**src/rtl/serial_adder_pkg.sv**
```systemverilog
// Shared definitions for serial_adder: control state encodings and default sizing.
package serial_adder_pkg;

    typedef enum logic [1:0] {
        StIdle  = 2'd0,
        StShift = 2'd1,
        StDone  = 2'd2
    } state_e;

    localparam int unsigned DEFAULT_WIDTH   = 8;
    localparam int unsigned DEFAULT_COUNT_W = 4;

endpackage

```
**src/rtl/addbit.sv**
```systemverilog
// 1-bit full adder used as the per-bit engine of serial_adder.
module addbit (
    input  logic a,
    input  logic b,
    input  logic ci,
    output logic sum,
    output logic co
);

    always_comb begin
        sum = a ^ b ^ ci;
        co  = (a & b) | (a & ci) | (b & ci);
    end

endmodule

```
**src/rtl/serial_adder.sv**
```systemverilog
// Bit-serial WIDTH-bit adder, LSB first, one bit per clock through addbit.
// Optional macro SERIAL_ADDER_OVF_EN adds a registered signed-overflow output.
module serial_adder
    import serial_adder_pkg::*;
#(
    parameter int unsigned WIDTH   = DEFAULT_WIDTH,
    parameter int unsigned COUNT_W = DEFAULT_COUNT_W
) (
    input  logic             clk,
    input  logic             reset,
    input  logic             start,
    input  logic [WIDTH-1:0] a,
    input  logic [WIDTH-1:0] b,
    input  logic             ci,
    output logic             busy,
    output logic             done,
    output logic [WIDTH-1:0] sum,
    output logic             co
`ifdef SERIAL_ADDER_OVF_EN
    ,
    output logic             ovf
`endif
);

    state_e state_q, state_d;

    logic [WIDTH-1:0]   a_sr_q;
    logic [WIDTH-1:0]   b_sr_q;
    logic [WIDTH-2:0]   s_sr_q;
    logic [COUNT_W-1:0] cnt_q;
    logic               carry_q;

    logic               bit_sum;
    logic               bit_co;
    logic               load;
    logic               shift_en;
    logic               last;
    logic [WIDTH-1:0]   s_next;

    addbit u_addbit (
        .a   (a_sr_q[0]),
        .b   (b_sr_q[0]),
        .ci  (carry_q),
        .sum (bit_sum),
        .co  (bit_co)
    );

    always_comb begin
        load     = start && ((state_q == StIdle) || (state_q == StDone));
        shift_en = (state_q == StShift);
        last     = shift_en && (cnt_q == COUNT_W'(WIDTH - 1));
        // Collected bits so far plus the bit produced on this edge.
        s_next   = {bit_sum, s_sr_q};
    end

    always_ff @(posedge clk or posedge reset) begin
        if (reset) begin
            state_q <= StIdle;
        end else begin
            state_q <= state_d;
        end
    end

    always_comb begin
        state_d = state_q;
        case (state_q)
            StIdle:  if (start) state_d = StShift;
            StShift: if (last) state_d = StDone;
            StDone:  state_d = start ? StShift : StIdle;
            default: state_d = StIdle;
        endcase
    end

    always_comb begin
        busy = (state_q == StShift);
        done = (state_q == StDone);
    end

    always_ff @(posedge clk or posedge reset) begin
        if (reset) begin
            a_sr_q  <= '0;
            b_sr_q  <= '0;
            s_sr_q  <= '0;
            cnt_q   <= '0;
            carry_q <= 1'b0;
        end else if (load) begin
            a_sr_q  <= a;
            b_sr_q  <= b;
            carry_q <= ci;
            cnt_q   <= '0;
        end else if (shift_en) begin
            a_sr_q  <= {1'b0, a_sr_q[WIDTH-1:1]};
            b_sr_q  <= {1'b0, b_sr_q[WIDTH-1:1]};
            s_sr_q  <= s_next[WIDTH-1:1];
            carry_q <= bit_co;
            cnt_q   <= cnt_q + COUNT_W'(1);
        end
    end

    // Results move only on the completion edge so partial sums never show.
    always_ff @(posedge clk or posedge reset) begin
        if (reset) begin
            sum <= '0;
            co  <= 1'b0;
        end else if (last) begin
            sum <= s_next;
            co  <= bit_co;
        end
    end

`ifdef SERIAL_ADDER_OVF_EN
    // On the last bit carry_q is the carry into the MSB, bit_co the carry out.
    always_ff @(posedge clk or posedge reset) begin
        if (reset) begin
            ovf <= 1'b0;
        end else if (last) begin
            ovf <= carry_q ^ bit_co;
        end
    end
`endif

endmodule
```
**config.mk**
```make
export PLATFORM = sky130hd
export DESIGN_NAME = serial_adder
export DESIGN_NICKNAME = d
export VERILOG_FILES = /design/src/rtl/serial_adder_pkg.sv /design/src/rtl/addbit.sv /design/src/rtl/serial_adder.sv
export SDC_FILE = /design/constraint.sdc
export NUM_CORES = 1
export LEC_CHECK = 0
export CAP_MARGIN = 25
export CORE_MARGIN = 2
export CORE_UTILIZATION = 51
export CTS_CLUSTER_DIAMETER = 200
export DETAILED_ROUTE_END_ITERATION = 6
export PLACE_DENSITY_LB_ADDON = 0.3
export SETUP_SLACK_MARGIN = 0.2
export SKIP_CTS_REPAIR_TIMING = 1
export SYNTH_ARGS = -nofsm -noshare
export SYNTH_HDL_FRONTEND = slang
export SYNTH_SLANG_ARGS = --single-unit
export TNS_END_PERCENT = 50
```
**constraint.sdc**
```tcl
create_clock -name clk -period 1.9 [get_ports clk]
set_input_delay 0.38 -clock clk [delete_from_list [all_inputs] [get_ports clk]]
set_output_delay 0.38 -clock clk [all_outputs]
set_load 0.02 [all_outputs]
```
* After elaboration in Yosys (flattened, before gate mapping) *
Cells that the tools add are included.

storage, ports and cells
  flip-flop bits (word level) = 39
  output and inout bits = 11
  bits of input ports = 20
  logic and storage cells = 41

operators by class
  multiplexer cells = 12
  bitwise operators = 8
  eq/ne operators = 5
  $add $sub $neg = 1
  reductions and logical operators = 7

operators by type and width
  kind                 number
  $mux 8               4
  $mux 4               2
  $pmux 2 s3           1
  $add 4x1->4 const B  1
  $eq 4x3->1 const B   1
  $mux 2               2
  $reduce_and 2->1     2
  $and 1x1->1          3
  $mux 1               3
  $eq 2x1->1 const B   1
  $eq 2x2->1 const B   1
  $logic_and 1x1->1    2
  $logic_not 2->1      1
  $ne 2x1->1 const B   1
  $ne 2x2->1 const B   1
  $or 1x1->1           2
  $reduce_bool 2->1    1
  $xor 1x1->1          2
  $logic_or 1x1->1     1
  $not 1->1            1

* Longest topological paths before layout *
  depth after elaboration = 5
  depth in mapped cells = 6
  gate-level depth less buffers = 4

* By module *
Synthesis repeated with hierarchy kept, for this count alone.

unflattened totals
  cell total of the unflattened synthesis = 127
  area total of the unflattened synthesis = 1700.4 um2

by module, submodules not included
  module        area an instance (um2)  cells each  instances  sequential area each (um2)
  serial_adder  1680.4                  126         1          975.9
  addbit        20.0                    1           1          0.0

* Least setup slack after synthesis *
OpenSTA, ideal clock, no wires.

  path kind = register to register
  from = register cnt_q[0]
  to = register sum[0]
  cell stages (with the launch flop) = 6
  arrival time = 1.269 ns
  slack = 0.506 ns
  buffers on the path = 1
  period minus slack after synthesis = 1.394 ns
  path through = dfrtp_1 ha_1 nand2_1 nor3b_2 buf_6 mux2_2

on the way
  cells in the longest elaborated chain, start to end = 2

RTL lines
  item                    line                 RTL
  start, declared         serial_adder.sv:30   logic [COUNT_W-1:0] cnt_q;
  start signal, assigned  serial_adder.sv:96   cnt_q <= cnt_q + COUNT_W'(1);
  $eq 4x3->1              serial_adder.sv:51   last = shift_en && (cnt_q == COUNT_W'(WIDTH - 1));
  $logic_and 1x1->1       serial_adder.sv:51
  end signal, assigned    serial_adder.sv:106  sum <= s_next;
  end, declared           serial_adder.sv:17   output logic [WIDTH-1:0] sum,

No other way between the ends.
A chain may end at the register's enable or synchronous reset.

* Worst setup path after layout *
  from = register co
  to = output co

RTL lines
  item                    line                 RTL
  start, declared         serial_adder.sv:18   output logic co
  start signal, assigned  serial_adder.sv:107  co <= bit_co;

No word-level cell between the ends.

==> impl_metrics.tcl <==
set metrics [dict create \
    port_buffers 30 \
    drtPass1Iterations 4 \
    io-pin-count 31 \
    fp.dieW_um 61.21 \
    cp-start-kind "flip-flop" \
    drv_cap 0 \
    power_density_nw_per_um2 1637 \
    grtUsageTotal 0.1811 \
    yosysSeqAreaShare 0.5847 \
    critPathTopFamily "buffers and inverters" \
    clock_tree.root_cell "clkbuf_4" \
    netlist_area_um2 1669 \
    hpwlAfterDp_um 2088 \
    rsz0062_at_grt "yes" \
    crit_path_max_incr_delay_ps 610 \
    finalHoldViolCount 0 \
    crit_cells 1 \
    setup_violations 0 \
    drive_gt1_frac 0.2025 \
    syn_nets 148 \
    fp.dieArea_um2 3746 \
    crit_path_cell_trace "clkdlybuf4s50_1" \
    post_dp_cell_area_um2 2019 \
    slew_violations 0 \
    synthToLayoutAreaGrowth_pct 26.99 \
    die_h_um 61.21 \
    drc 0 \
    p_leak_nw 1.081 \
    clock_skew_ps 5.484 \
    cts_tree "done" \
    finalCriticalPeriod_ps 1689 \
    grt_overflow 0 \
    hold_class "input port to async pin" \
    clock_sinks 39 \
    min_period_over_period 0.8891 \
    wl_per_cell_um 13.99 \
    vias 1087 \
    crit_fanout 2 \
    fin_area_um2 2120 \
    drtAntennaViolNets 0 \
    cp_data_arrival_time_ps 1310 \
    core_um2 3078 \
    synthesis.instances 126 \
    cts.reportedPaths.clkPinSlew_ps 100 \
    routed_via_density 5.251 \
    routed_wl_um 2895 \
    most-common-layout-cells "39 x dfrtp_1, 23 x clkdlybuf4s50_1, 15 x mux2_2, 14 x nand2_1, 10 x mux2i_1" \
    critical_path_class "flip-flop to output pin" \
    cp.required_ps 1520 \
    synth-seq-cells 39 \
    rows 20 \
    antenna_found_initial 0 \
    clk_path_buf_depth 2 \
    vdd_drop_max_uv 817.6 \
    drtIter0Drc 14 \
    fillerInstances 267 \
    start_util 0.5423 \
    total_power_mw 3.469 \
    cp_num_buf_inv 1 \
    tightest_slew_ps 472.9 \
    synthDistinctLibCells 24 \
    cp-end-kind "output pin" \
    gp_congestion 0.6983 \
    timing.setup.tns_ps 0 \
    grt_max_degree 40 \
    diodes 0 \
    crit_path_top_delay_cell "clkdlybuf4s50_1" \
    r2r_cells 5 \
    ys_warn_count 0 \
    max_freq_mhz 592.0 \
    rrSetupSlack_ps 330 \
    grt_pass1_vias 1087 \
    htreeDepth 2 \
    final_common_cell "dfrtp_1" \
    syn-mean-instance-area_um2 13.25 \
    slew_headroom 0.6848 \
    clk_latency_ps 340 \
    outcome "complete, no violations" \
    numCtsBuffers 5 \
    final_nets 185 \
    grt_pass1_wl_um 4795 \
]
-- cell families (layout without fill, tap and decap cells) --
family,after synthesis,in the layout,synth area share
XOR/XNOR,1,1,0.005248
AO/OA/AOI/OAI,26,26,0.1087
AND/OR/NAND/NOR,22,22,0.06822
flip-flops,39,39,0.5847
multiplexers,27,27,0.1769
adder cells (fa/ha/maj),2,2,0.01949
buffers and inverters,9,46,0.03673
-- stage by stage --
stage / std cells / worst slack, ps / utilization / hold slack (ps)
2_1_floorplan: 126 / 506.4 / - / 448.9
3_3_place_gp: 199 / 121.8 / 0.6561 / 461.8
3_5_place_dp: 199 / 63.54 / 0.6561 / 470.7
4_1_cts: 206 / -53.24 / 0.6793 / 458.9
5_1_grt: 207 / 163.6 / 0.6886 / 495.2
6_report: 207 / 210.8 / 0.6886 / 445.0
-- worst reg2reg max path, cell delays in order (launching register included) --
cell	delay, ps
dfrtp_1	420
nor2b_4	140
buf_4	180
nor3b_2	200
buf_6	180
mux2_2	350
-- power breakdown --
part           internal (mW)  switching [mW]
Sequential              1.21           0.232
Clock                  0.271           0.245
Combinational          0.830           0.676
-- path summary, 6_finish.rpt --
kind | startpoint | end
worst max-delay path | co$_DFFE_PP0P_ | co
worst min-delay path | reset | sum[0]$_DFFE_PP0P_
worst max register to register | state_q[1]$_DFFE_PP0P_ | sum[4]$_DFFE_PP0P_
worst min register to register | b_sr_q[4]$_DFFE_PP0P_ | b_sr_q[4]$_DFFE_PP0P_
max in group asynchronous | reset | sum[4]$_DFFE_PP0P_
min in group clk | b_sr_q[4]$_DFFE_PP0P_ | b_sr_q[4]$_DFFE_PP0P_
-- registers in the layout, summed over array words and instances, names as in the netlist --
signal and cells:
a_sr_q 8, b_sr_q 8, carry_q 1, cnt_q 4, co 1, s_sr_q 7
state_q 2, sum 8
-- layout make-up --
type / count / area [µm²] / share of cell area
timing repair buffer: 38 / 381.6 / 0.1800
inverter: 1 / 3.754 / 0.001771
clock buffer: 6 / 41.29 / 0.01948
sequential: 39 / 975.9 / 0.4604
tap: 44 / 55.05 / 0.02597
multi-input combinational: 78 / 631.9 / 0.2981
clock inverter: 1 / 30.03 / 0.01417
-- layer usage --
layer,wire length (µm),vias up,GRT usage
met4,29,0,0.06522
met2,1477,29,0.3055
met3,157,4,0.06092
met5,0,-,0
li1,-,514,-
met1,1231,540,0.2164
-- cells in the mapped netlist --
library cell  instances  share of area
dfrtp_1              39           0.58
mux2_2               15           0.10
nand2_1              14          0.031
mux2i_1              10          0.060
a22o_1                9          0.047
o21ai_0               9          0.027
a21o_1                7          0.031
buf_2                 4          0.012
buf_4                 2         0.0090
buf_6                 2          0.013
nor2b_1               2         0.0075
a21oi_1               1         0.0030
fa_1                  1          0.012
ha_1                  1         0.0075
inv_1                 1         0.0022
mux2_1                1         0.0067
mux2_4                1         0.0090
nand2b_1              1         0.0038
nand4_1               1         0.0038
nor2_1                1         0.0022
nor2_2                1         0.0038
nor2b_4               1         0.0082
nor3b_2               1         0.0075
xnor2_1               1         0.0052
(Power assumes the default switching activity.)
